$ cat src/rtl/wtch_datapath_cal.sv
// wtch_datapath_cal: prescaled cs/sec/min/hour time-of-day counters with calibration,
// saturating load, deferred-tick arbitration, seconds strobe and HH:MM alarm.
module wtch_datapath_cal #(
    parameter int DIV_TICK  = 1_000_000,
    parameter int CS_MAX    = 100,
    parameter int HOUR_INIT = 12,
    parameter int CAL_CARRY = 1
) (
    input  logic       clk,
    input  logic       rst_n,
    input  logic       run,
    input  logic       clr,
    input  logic       load,
    input  logic [4:0] ld_hour,
    input  logic [5:0] ld_min,
    input  logic [5:0] ld_sec,
    input  logic [1:0] sel,
    input  logic       up,
    input  logic       dn,
    input  logic       alarm_en,
    input  logic [4:0] alarm_hour,
    input  logic [5:0] alarm_min,
    output logic [6:0] cs,
    output logic [5:0] sec,
    output logic [5:0] min,
    output logic [4:0] hour,
    output logic       tick_sec,
    output logic       alarm_hit
);
    localparam int PW = $clog2(DIV_TICK);
    localparam logic [PW-1:0] PRE_TOP = PW'(DIV_TICK - 1);
    localparam logic [6:0] CS_TOP = 7'(CS_MAX - 1);
    localparam logic [4:0] H_INIT = 5'(HOUR_INIT);

    logic [PW-1:0] pre;
    logic          pending;
    logic          tick_int, cal, do_tick, dir_up, chain;
    logic [1:0]    lvl;
    logic          hit_cs, hit_sec, hit_min, hit_hour;
    logic          wrap_cs, wrap_sec, wrap_min, wrap_hour;
    logic [6:0]    cs_n;
    logic [5:0]    sec_n, min_n;
    logic [4:0]    hour_n;
    logic          alarm_match;

    // A tick is just an up-step at the cs level that always carries, so tick and
    // calibration share one carry/borrow chain.
    always_comb begin
        tick_int    = run && (pre == PRE_TOP);
        cal         = up ^ dn;
        do_tick     = !cal && (tick_int || pending);
        dir_up      = do_tick || up;
        lvl         = do_tick ? 2'd0 : sel;
        chain       = do_tick || (CAL_CARRY != 0);
        wrap_cs     = dir_up ? (cs == CS_TOP) : (cs == 7'd0);
        wrap_sec    = dir_up ? (sec == 6'd59) : (sec == 6'd0);
        wrap_min    = dir_up ? (min == 6'd59) : (min == 6'd0);
        wrap_hour   = dir_up ? (hour == 5'd23) : (hour == 5'd0);
        hit_cs      = lvl == 2'd0;
        hit_sec     = (lvl == 2'd1) || (hit_cs && wrap_cs && chain);
        hit_min     = (lvl == 2'd2) || (hit_sec && wrap_sec && chain);
        hit_hour    = (lvl == 2'd3) || (hit_min && wrap_min && chain);
        cs_n        = !hit_cs ? cs : dir_up ? (wrap_cs ? 7'd0 : cs + 7'd1) : (wrap_cs ? CS_TOP : cs - 7'd1);
        sec_n       = !hit_sec ? sec : dir_up ? (wrap_sec ? 6'd0 : sec + 6'd1) : (wrap_sec ? 6'd59 : sec - 6'd1);
        min_n       = !hit_min ? min : dir_up ? (wrap_min ? 6'd0 : min + 6'd1) : (wrap_min ? 6'd59 : min - 6'd1);
        hour_n      = !hit_hour ? hour : dir_up ? (wrap_hour ? 5'd0 : hour + 5'd1) : (wrap_hour ? 5'd23 : hour - 5'd1);
        alarm_match = (cs_n == 7'd0) && (sec_n == 6'd0) && (min_n == alarm_min) && (hour_n == alarm_hour);
    end

    always_ff @(posedge clk or negedge rst_n) begin
        if (!rst_n) begin
            pre       <= '0;
            pending   <= 1'b0;
            cs        <= 7'd0;
            sec       <= 6'd0;
            min       <= 6'd0;
            hour      <= H_INIT;
            tick_sec  <= 1'b0;
            alarm_hit <= 1'b0;
        end else begin
            tick_sec  <= 1'b0;
            alarm_hit <= 1'b0;
            if (clr) begin
                pre     <= '0;
                pending <= 1'b0;
                cs      <= 7'd0;
                sec     <= 6'd0;
                min     <= 6'd0;
                hour    <= H_INIT;
            end else if (load) begin
                pre     <= '0;
                pending <= 1'b0;
                cs      <= 7'd0;
                sec     <= (ld_sec > 6'd59) ? 6'd59 : ld_sec;
                min     <= (ld_min > 6'd59) ? 6'd59 : ld_min;
                hour    <= (ld_hour > 5'd23) ? 5'd23 : ld_hour;
            end else begin
                pre     <= tick_int ? '0 : run ? pre + PW'(1) : pre;
                pending <= cal && (tick_int || pending);
                if (cal || do_tick) begin
                    cs   <= cs_n;
                    sec  <= sec_n;
                    min  <= min_n;
                    hour <= hour_n;
                end
                tick_sec  <= do_tick && wrap_cs;
                alarm_hit <= do_tick && alarm_en && alarm_match;
            end
        end
    end
endmodule

$ cat config.mk
export PLATFORM = sky130hd
export DESIGN_NAME = wtch_datapath_cal
export DESIGN_NICKNAME = d
export VERILOG_FILES = /design/src/rtl/wtch_datapath_cal.sv
export SDC_FILE = /design/constraint.sdc
export NUM_CORES = 1
export LEC_CHECK = 0
export CORE_MARGIN = 4
export CORE_UTILIZATION = 35
export CTS_BUF_LIST = sky130_fd_sc_hd__clkbuf_2 sky130_fd_sc_hd__clkbuf_4 sky130_fd_sc_hd__clkbuf_8
export CTS_CLUSTER_SIZE = 14
export DETAILED_ROUTE_END_ITERATION = 10
export PLACE_DENSITY_LB_ADDON = 0.12
export SLEW_MARGIN = 20
export SYNTH_ARGS = -nofsm -noshare
export SYNTH_HDL_FRONTEND = slang
export SYNTH_SLANG_ARGS = --single-unit
export TNS_END_PERCENT = 50
$ cat constraint.sdc
create_clock -name clk -period 4.7 [get_ports clk]
set_input_delay 0.705 -clock clk [delete_from_list [all_inputs] [get_ports clk]]
set_output_delay 0.705 -clock clk [all_outputs]
set_load 0.05 [all_outputs]
==> results of run 1 <==
==> worst paths after layout <==
path | startpoint | end | depth (start not counted)
hold reg to reg | pre[5]$_DFFE_PN0P_ | pre[5]$_DFFE_PN0P_ | 2
max in group asynchronous | rst_n | hour[4]$_DFFE_PN0P_ | 2
hold / removal | rst_n | sec[5]$_DFFE_PN0P_ | 2
min in group clk | pre[5]$_DFFE_PN0P_ | pre[5]$_DFFE_PN0P_ | 2
setup reg to reg | min[0]$_DFFE_PN0P_ | alarm_hit$_DFF_PN0_ | 13
setup / recovery | run | alarm_hit$_DFF_PN0_ | 12
==> metal layers <==
layer  vias up  global-route usage (%)  wire, um
li1       2195                       -         -
met1      2133                   25.33      6217
met2       162                   34.83      6887
met3        16                   3.589       745
met4         0                   4.634       190
met5         -                       0         0
==> synthesized netlist by cell type, drive strengths merged, types with 6 or more instances <==
| master | number | area [sq um] |
|---|---|---|
| dfrtp | 45 | 1126 |
| buf | 9 | 56.30 |
| a21oi | 38 | 205.2 |
| or3 | 6 | 37.54 |
| nor4 | 7 | 50.05 |
| o211ai | 7 | 62.56 |
| clkbuf | 26 | 97.59 |
| ha | 9 | 112.6 |
| nand4 | 14 | 87.58 |
| and3 | 6 | 37.54 |
| nand2 | 54 | 202.7 |
| inv | 21 | 78.83 |
| nor2 | 60 | 225.2 |
| xnor2 | 9 | 78.83 |
| a31oi | 6 | 37.54 |
| o21ai | 62 | 317.8 |
| mux2i | 11 | 110.1 |
| nor3 | 24 | 120.1 |
| a22o | 12 | 105.1 |
| nand3 | 27 | 135.1 |
| nor2b | 6 | 37.54 |
| xor2 | 14 | 122.6 |
==> cells in the final DEF (no fill, tap or decap), types with 6 or more instances in the layout <==
cell type / instances
clkdlybuf4s50_1: 62
a22o_1: 12
ha_1: 9
a21oi_1: 36
nor4_1: 6
nand4_1: 14
buf_4: 17
a31oi_1: 6
inv_1: 21
mux2i_1: 11
nand3_1: 27
xor2_1: 14
or3_1: 6
xnor2_1: 9
and3_1: 6
dfrtp_1: 45
nor2b_1: 6
nor2_1: 60
nand2_1: 54
nor3_1: 23
o21ai_0: 55
==> state kept, by name, summed over array words and instances, names as in the netlist <==
register	flops
hour	5
pending	1
alarm_hit	1
cs	7
tick_sec	1
min	6
sec	6
pre	20
==> cell type report <==
class | count | area (sq um) | area share (%)
sequential | 47 | 1179 | 22.91
tap | 147 | 183.9 | 3.575
timing repair buffer | 80 | 753.2 | 14.64
multi-input combinational | 459 | 2859 | 55.57
clock inverter | 3 | 22.52 | 0.4377
clock buffer | 5 | 68.82 | 1.338
inverter | 21 | 78.83 | 1.532
==> logic make-up (layout without fill, tap and decap cells) <==
group,count (synthesis),after routing
AND/OR/NAND/NOR,233,233
AO/OA/AOI/OAI,179,179
buffers and inverters,56,109
flip-flops,47,47
XOR/XNOR,23,23
multiplexers,15,15
adder cells (fa/ha/maj),9,9
==> where the power goes <==
group | switching [mW] | internal, mW | total [mW] | leakage [nW]
Combinational | 0.280 | 0.179 | 0.459 | 1.32
Sequential | 0.0428 | 0.422 | 0.465 | 0.634
Clock | 0.160 | 0.108 | 0.268 | 0.0489
==> summary.md, run 1 <==
| Metric | Value |
|---|---|
| Drt initial violations | around 370 |
| Mean Syn Cell Area | 7.590 sq um |
| Wirelength per Cell | 18.43 um |
| Worst-path cell chain | clkdlybuf4s50_1 -> nand4b_1 -> or4_4 -> o21a_1 -> buf_4 -> nand2_1 -> and2_0 -> mux2_2 -> nor2_1 -> nand4b_1 -> or4_1 -> nor4_2 |
| Max stage delay cell, worst path | or4_1 |
| DRC | 0 |
| Sink Count | 47 |
| Post-Layout Inst Area | 5145 sq um |
| Layout cell share with drive strength beyond 1 | 7.805% |
| Worst setup EP type | flip-flop |
| Period minus WS final | 4.037 ns |
| Antenna violations before repair | 0 |
| Placed Area | 5054 sq um |
| Pwr Density | 231.7 nW/um^2 |
| Gp weighted congestion | 0.8907 |
| # IOs | 64 |
| Leak Pwr | 2.003 nW |
| Seq/Total Area, Yosys | 27.63% |
| Outcome | complete, no violations |
| Startpoint types | input pin |
| Syn nets | 609 |
| Worst skew pair latency | 0.31 ns |
| Ant. Diodes | 0 |
| Synth Area in Compound Gates | between 20% and 30% |
| Critical Path AT | 4.26 ns |
| Worst clock skew | 0.006818 ns |
| Slowest stage delay, CP | between 0.5 and 0.6 ns |
| Crit Path Category | in2reg |
| Peak VDD IR | 0.1048 mV |
| Area of the core | 11960 sq um |
| Die area | 14020 sq um |
| Cell variety after synth | 80 |
| Mux cell area share after synthesis | 3.725% |
| Max cap viols | 0 |
| Global Route Usage Sum | 19.85% |
| Synth Flop Type | dfrtp_1 |
| Final WS setup | 0.6628 ns |
| Overall power | 1.192 mW |
| Worst Max-Slew Pin Slew | between 0.7 and 0.8 ns |
| Worst hold-check path type | in2async |
| Final #Nets | 661 |
| Total CTS buffers | 5 |
| Detail-routed via count per cell | 5.913 |
| F_max | 247.7 MHz |
| Area Growth Syn to Fin | 20.62% |
| First-pass GRT wire length | 22940 um |
| Cell family with most CP delay | simple AND/OR/NAND/NOR gates |
| Synth async-reset ratio | 100.0% |
| Most used cell, CP | nand4b_1 |
| PortBufs | 63 |
| RSZ-0062 raised after global routing | false |
| Final Hold Slack | 0.4892 ns |
| Rows | 40 |
| Number of global-route vias before repair | approximately 4400 |
| Post-CTS Resized | 0 |
| H-tree Lvls | 2 |
| EDFF count, synth | 0 |
| Via Count | 4506 |
| Slew Viols, Final | 0 |
| Total Neg Setup Slack | 0 ns |
| Hpwl dp | 10430 um |
| Mapped Cells | 562 |
| Final setup fails | 0 |
| Post-Place Worst Slack | 0.3557 ns |
| Dpl cells | 754 |
| Post-synthesis xor/xnor area fraction | 4.723% |
| Post-Synth Adder-Cell Area | under 10% |
| Initial Utilization | 35.66% |
| Final period utilization | 85.90% |
| Layout Utilization | 43.01% |
| Post-Synth Simple-Gate Area | 27.10% |
| Rel. slew slack | 52.66% |
| Yosys reg bits | 47 |
| Fill cells | about 1300 |
| CTS tree | yes |
| Post-CTS Setup Repair Bufs | 0 |
| Yosys warning total | 0 |
| Hold_buf cts | 0 |
| WP buf/inv | 2 |
| Clk Tree Root Cell | clkbuf_8 |
| Clock slew at reported path FFs | 0.10 ns |
| CP required | around 4.9 ns |
| Die W | 118.4 um |
| Global route overflow | 0 |
| Die Height | 118.4 um |
| Filler-free cell count of the finished design | 762 |
| Post-Route WL | 14040 um |
| Clk buf depth | 2 |
| R2R Setup Slk | 0.77 ns |
| Largest net degree at the start of global routing | 48 |
| 1st-pass router iterations | 6 |
| Main combinational cell family by area after synthesis | compound AO/OA/AOI/OAI gates |
| Crit path max fanout | 14 |
| Final Hold Vio Count | 0 |
| Detail Route Antenna Nets | 0 |
| Mapped cell area | approximately 4300 sq um |
Power figures use the tool's default switching activity.
==> run 2, diff against run 1 <==
Settings changed: CORE_MARGIN 4 to 2.
==> summary.md, run 2 (synthesis results as in run 1) <==
| Metric | Value |
|---|---|
| Outcome | complete, no violations |
| Clk Tree Root Cell | clkbuf_8 |
| Slew Viols, Final | 0 (unchanged) |
| Clock slew at reported path FFs | 0.10 ns (about the same) |
| Reg power frac | 39.0% (about the same) |
| # IOs | 64 (unchanged) |
| Clk buf depth | 2 (unchanged) |
| PortBufs | 63 (unchanged) |
| Number of flip-flops in the largest register | 20 (unchanged) |
| Post-CTS Resized | 0 (unchanged) |
| Logic gate share of total power | 38.1% (-0.4 points) |
| Post-Layout Inst Area | 5116 sq um (-0.56%) |
| Final setup fails | 0 (unchanged) |
| Sink Count | 47 (unchanged) |
| Detail-routed via count per cell | 5.971 (+0.97%) |
| Worst hold-check path type | in2async |
| Die area | 13090 sq um (-6.6%) |
| Post-Route WL | 13770 um (-1.9%) |
| CP Launch Point | run |
| Final #Nets | 657 (-0.61%) |
| Wirelength per Cell | 18.16 um (-1.4%) |
| Detail Route Antenna Nets | 0 (unchanged) |
| Die Height | 114.4 um (-3.4%) |
| Top reg by flops | pre |
| RSZ-0062 raised after global routing | false |
| Drt initial violations | 392 (+6.2%) |
| Internal | 710.0 uW (+0.15%) |
| Via Count | 4526 (+0.44%) |
| Total CTS buffers | 5 (unchanged) |
| Worst clock skew | 0.008600 ns (+0.001782 ns) |
| Worst setup EP type | flip-flop |
| Largest net degree at the start of global routing | 48 (unchanged) |
| CP required | 4.94 ns (about the same) |
| DRC | 0 (unchanged) |
| CTS tree | yes |
| Antenna violations before repair | 0 (unchanged) |
| Period minus WS final | 4.015 ns (-0.02257 ns) |
| Pwr Density | 232.6 nW/um^2 (+0.41%) |
| Crit path max fanout | 15 (+1) |
| Dpl cells | 750 (-0.53%) |
| Post-CTS Setup Repair Bufs | 0 (unchanged) |
| Rel. slew slack | 55.60% (+2.9 points) |
| Net Sw Power | 480.3 uW (-0.61%) |
| Worst Max-Slew Pin Slew | 0.6660 ns (-0.03872 ns) |
| R2R Setup Slk | 0.78 ns (about the same) |
| Startpoint types | input pin |
| Regs by FF count | pre: 20 flops, cs: 7 flops |
| Worst R2R Path Depth | 11 (-2) |
| Worst skew pair latency | 0.32 ns (about the same) |
| Overall power | 1.190 mW (-0.16%) |
| Part of the power in the clock network | 22.8% (+0.3 points) |
| Area Growth Syn to Fin | 19.95% |
| Number of global-route vias before repair | 4251 (-4.0%) |
| Layout Utilization | 42.77% (-0.24 points) |
| Filler-free cell count of the finished design | 758 (-0.52%) |
| First-pass GRT wire length | 22400 um (-2.4%) |
| Crit Path Category | in2reg |
| Critical Path AT | 4.25 ns (about the same) |
| Global Route Usage Sum | 21.45% (+1.6 points) |
| H-tree Lvls | 2 (unchanged) |
| Hpwl dp | 10130 um (-2.8%) |
| Final Hold Vio Count | 0 (unchanged) |
| Fill cells | 1237 (-2.1%) |
| Ant. Diodes | 0 (unchanged) |
| Gp weighted congestion | 0.8613 (-3.3%) |
| Global route overflow | 0 (unchanged) |
| Most common cell after layout, fill and taps aside | clkdlybuf4s50_1 |
| Total Neg Setup Slack | 0 ns (unchanged) |
| R2R Path End | alarm_hit$_DFF_PN0_ |
| Die W | 114.4 um (-3.4%) |
| Area of the core | 11960 sq um (unchanged) |
| Initial Utilization | 35.66% (unchanged) |
| Rows | 40 (unchanged) |
| F_max | 249.1 MHz (+0.56%) |
| Most frequent cells in the layout | clkdlybuf4s50_1, nor2_1, o21ai_0, nand2_1, dfrtp_1 |
| Reg-to-Reg Start | min[0]$_DFFE_PN0P_ |
| Layout cell share with drive strength beyond 1 | 7.201% (-0.60 points) |
| Peak VDD IR | 0.1195 mV (+14%) |
| Leak Pwr | 1.981 nW (-1.1%) |
| 1st-pass router iterations | 6 (unchanged) |
| Net Sw Frac | 40.35% (-0.18 points) |
| Placed Area | 5024 sq um (-0.59%) |
| Max cap viols | 0 (unchanged) |
| Hold_buf cts | 0 (unchanged) |
| Final period utilization | 85.42% (-0.48 points) |
## run 2: area by class of cell
cell class	instances	area, sq um	area share [%]
Multi-Input combinational cell	459	2859	55.88
Sequential cell	47	1179	23.04
Timing Repair Buffer	76	723.2	14.14
Tap cell	147	183.9	3.595
Inverter	21	78.83	1.541
Clock buffer	6	76.32	1.492
Clock inverter	2	16.27	0.3179
## run 2: power by group through the flow
stage / logic [mW] / clock network, mW / registers [mW]
detailed placement: 0.449 / 0 / 0.472
global placement: 0.448 / 0 / 0.472
floorplan: 0.254 / 0 / 0.505
CTS: 0.451 / 0.285 / 0.464
global route: 0.496 / 0.301 / 0.469
finish: 0.454 / 0.272 / 0.465
## run 2: worst max path at each step
| stage | to | slack, ns | cells after the start |
|---|---|---|---|
| floorplan | alarm_hit$_DFF_PN0_ | 1.01 | 12 |
| global placement | alarm_hit$_DFF_PN0_ | 0.44 | 11 |
| detailed placement | alarm_hit$_DFF_PN0_ | 0.38 | 10 |
| CTS | alarm_hit$_DFF_PN0_ | 0.72 | 10 |
| global route | alarm_hit$_DFF_PN0_ | 0.52 | 12 |
| finish | alarm_hit$_DFF_PN0_ | 0.69 | 10 |
## run 2: per-layer routing
layer | global-route usage, % | part of all wire [%] | up-vias
met3 | 3.494 | 4.9 | 38
met4 | 6.585 | 2.4 | 0
met2 | 35.86 | 47 | 157
li1 | - | - | 2171
met5 | 0 | 0 | -
met1 | 28.38 | 45 | 2160
## run 2: through the flow
stage	worst slack (ns)	hold WS (ns)
final	0.6854	0.4948
after global routing	0.5184	0.5524
after CTS	0.7163	0.5174
after detailed placement	0.3834	0.5254
after global placement	0.4372	0.5173
after floorplan	1.011	0.4094
## run 2: worst max-delay path: stages
cell and delay (ns):
clkdlybuf4s50_1 0.53, nand4b_1 0.15, or4_4 0.54, o21a_1 0.42, o211ai_2 0.31, o211ai_2 0.23, o41ai_1 0.51, xor2_1 0.10
or4_1 0.54, nor4_2 0.21
==> edit: new RTL, config.mk and constraints of run 2 <==
The parameter `DIV_TICK` goes from 1_000_000 to 2_000_000.
--- a/src/rtl/wtch_datapath_cal.sv
+++ b/src/rtl/wtch_datapath_cal.sv
@@ -1,7 +1,7 @@
 // wtch_datapath_cal: prescaled cs/sec/min/hour time-of-day counters with calibration,
 // saturating load, deferred-tick arbitration, seconds strobe and HH:MM alarm.
 module wtch_datapath_cal #(
-    parameter int DIV_TICK  = 1_000_000,
+    parameter int DIV_TICK  = 2_000_000,
     parameter int CS_MAX    = 100,
     parameter int HOUR_INIT = 12,
     parameter int CAL_CARRY = 1
Function: same outputs for any inputs over 10 cycles, from zero or initial values and one cycle with rst_n low; that may be too few to reach the edited logic, so the function may still have changed.
==> edit against run 2 <==
  * Area after synthesis shrank 0.65%
  * Clock skew is 1.4 ps higher
  * Design area is 0.68% lower
  * Power increased by 2.2%
  * Core utilization down 0.11 points
  * Sequential cell count grew 1
  * Largest power group unchanged
  * Routed wire length is 1.7% higher
  * Non-clock buffer count shrank 5
  * Worst setup slack better by 58 ps
==> edit: results (changes against run 2) <==
status:
  status: "complete, no violations"
clock_tree:
  post_cts.repair.setup_buffers: 0  # unchanged
  htreeDepth: 2  # unchanged
  cts_buffers: 5  # unchanged
  clk_pin_slew_ps: 100  # about the same
drt:
  wl_met2_mm: 6.885  # +5.3%
  dr.first_iter.drc_count: 495  # +26%
  route.layer.met1.wl_mm: 5.992  # -3.6%
  firstDrtPassIters: 5  # -1
  route.met3.wl_um: 789  # +16%
  drt-total-wl_mm: 14.00  # +1.7%
  vias: 4532  # +0.13%
critical_path:
  worstPathMaxFanout: 10  # -5
  cp_slowest_cell: "or4_1"
  crit_arrival_ps: 4210  # -40 ps
  r2r_slack_ps: 740  # -40 ps
  r2r_cells: 11  # unchanged
  worstSetupPathType: "register to register"
  cp_slowest_stage_delay_ps: 560  # +20 ps
  r2r_start: "cs[0]$_DFFE_PN0P_"
  crit_end: "alarm_hit$_DFF_PN0_"
grt:
  grt_first_pass_wirelength_mm: 22.69  # +1.3%
  grt_pass1_vias: 4362  # +2.6%
  gr-usage-all-layers_pct: 22.14  # +0.70 points
  grt_max_degree: 49  # +2.1%
  use_met3_pct: 4.410  # +0.92 points
  use_met1_pct: 28.02  # -0.36 points
  grt.met2_usage_pct: 37.82  # +2.0 points
place:
  hpwl_mm: 10.43  # +2.9%
  gp_congestion: 0.9496  # +10%
  placed_cell_area_mm2: 0.004960  # -1.3%
power:
  vdd_ir_drop_max_v: 0.0001746  # +46%
  pwr-share-comb_pct: 33.6  # -4.5 points
  p_sw_share_pct: 37.75  # -2.6 points
  powerSeq_uw: 469  # +0.9%
  power_leakage_nw: 1.975  # -0.31%
logic_synthesis:
  synth-async-reset-ratio_pct: 100.0  # unchanged
  synth_edf_count: 0  # unchanged
  ys_warn_count: 0  # unchanged
  syn_nets: 610  # +0.16%
  synthTopCellsByCount: "68 x nor2_1, 52 x nand2_1, 46 x dfrtp_1, 43 x o21ai_0, 30 x a21oi_1"
  synthFlopType: "dfrtp_1"
  synthTopCellsByArea: "dfrtp_1 27%, nor2_1 6.0%, o21ai_0 5.1%"
  yosysSeqAreaShare_pct: 28.40  # +0.77 points
  ys_types: 70  # -13%
final_layout:
  largestRegisters: "pre: 21 flops, cs: 7 flops"
  drive_gt1_share_pct: 5.263  # -1.9 points
  fin_nets: 654  # -0.46%
  fillCellCount: 1260  # +1.9%
sta:
  worst_clock_skew_ps: 9.956  # +1.357 ps
  relSlewSlack_pct: 49.31  # -6.3 points
[edit: changes by cell type in the layout (fill, tap and decap cells not counted), sizes merged, moves of 5 or more]
| cell | before | now |
|---|---|---|
| a211oi | 5 | 11 |
| buf | 14 | 9 |
| a22o | 12 | 0 |
| and3 | 6 | 14 |
| a21oi | 38 | 30 |
| nor2 | 60 | 68 |
| o21ai | 62 | 50 |
| o2111ai | 1 | 9 |
| o211ai | 7 | 19 |
[edit: area by class of cell]
class	count	area (um2)	share of cell area, %
Inverter	25	93.84	1.847
Clock buffer	6	82.58	1.625
Multi-Input combinational cell	456	2793	54.96
Tap cell	147	183.9	3.620
Timing Repair Buffer	71	685.7	13.49
Clock inverter	2	38.79	0.7634
Sequential cell	48	1204	23.69
[edit: kinds of logic (layout without fill, tap and decap cells)]
logic type | Yosys count | after routing | synth area share (%)
mux | 11 | 11 | 2.598
fa+ha+maj | 9 | 9 | 2.657
simple gates | 243 | 243 | 28.76
xor+xnor | 27 | 27 | 5.580
buf+inv | 59 | 104 | 5.698
compound gates | 166 | 166 | 26.31
flops | 48 | 48 | 28.40
[edit: stage by stage]
step,setup slack [ps],power (mW),hold slack [ps],util [%],cells
after floorplan,1180,0.7316,409.4,-,563
after global routing,534.3,1.293,528.5,42.66,755
after global placement,632.7,0.8828,528.8,41.64,747
after detailed placement,484.1,0.8830,539.9,41.64,747
final,743.9,1.216,475.5,42.66,755
after CTS,773.7,1.232,502.2,42.66,755
[edit: worst max-delay path: cells and delay by family, from the launching register on]
kind | cells | cell delay, ps
adder cells (fa/ha/maj) | 1 | 210
AO/OA/AOI/OAI | 4 | 1310
buffers and inverters | 1 | 140
AND/OR/NAND/NOR | 5 | 1740
flip-flops | 1 | 480
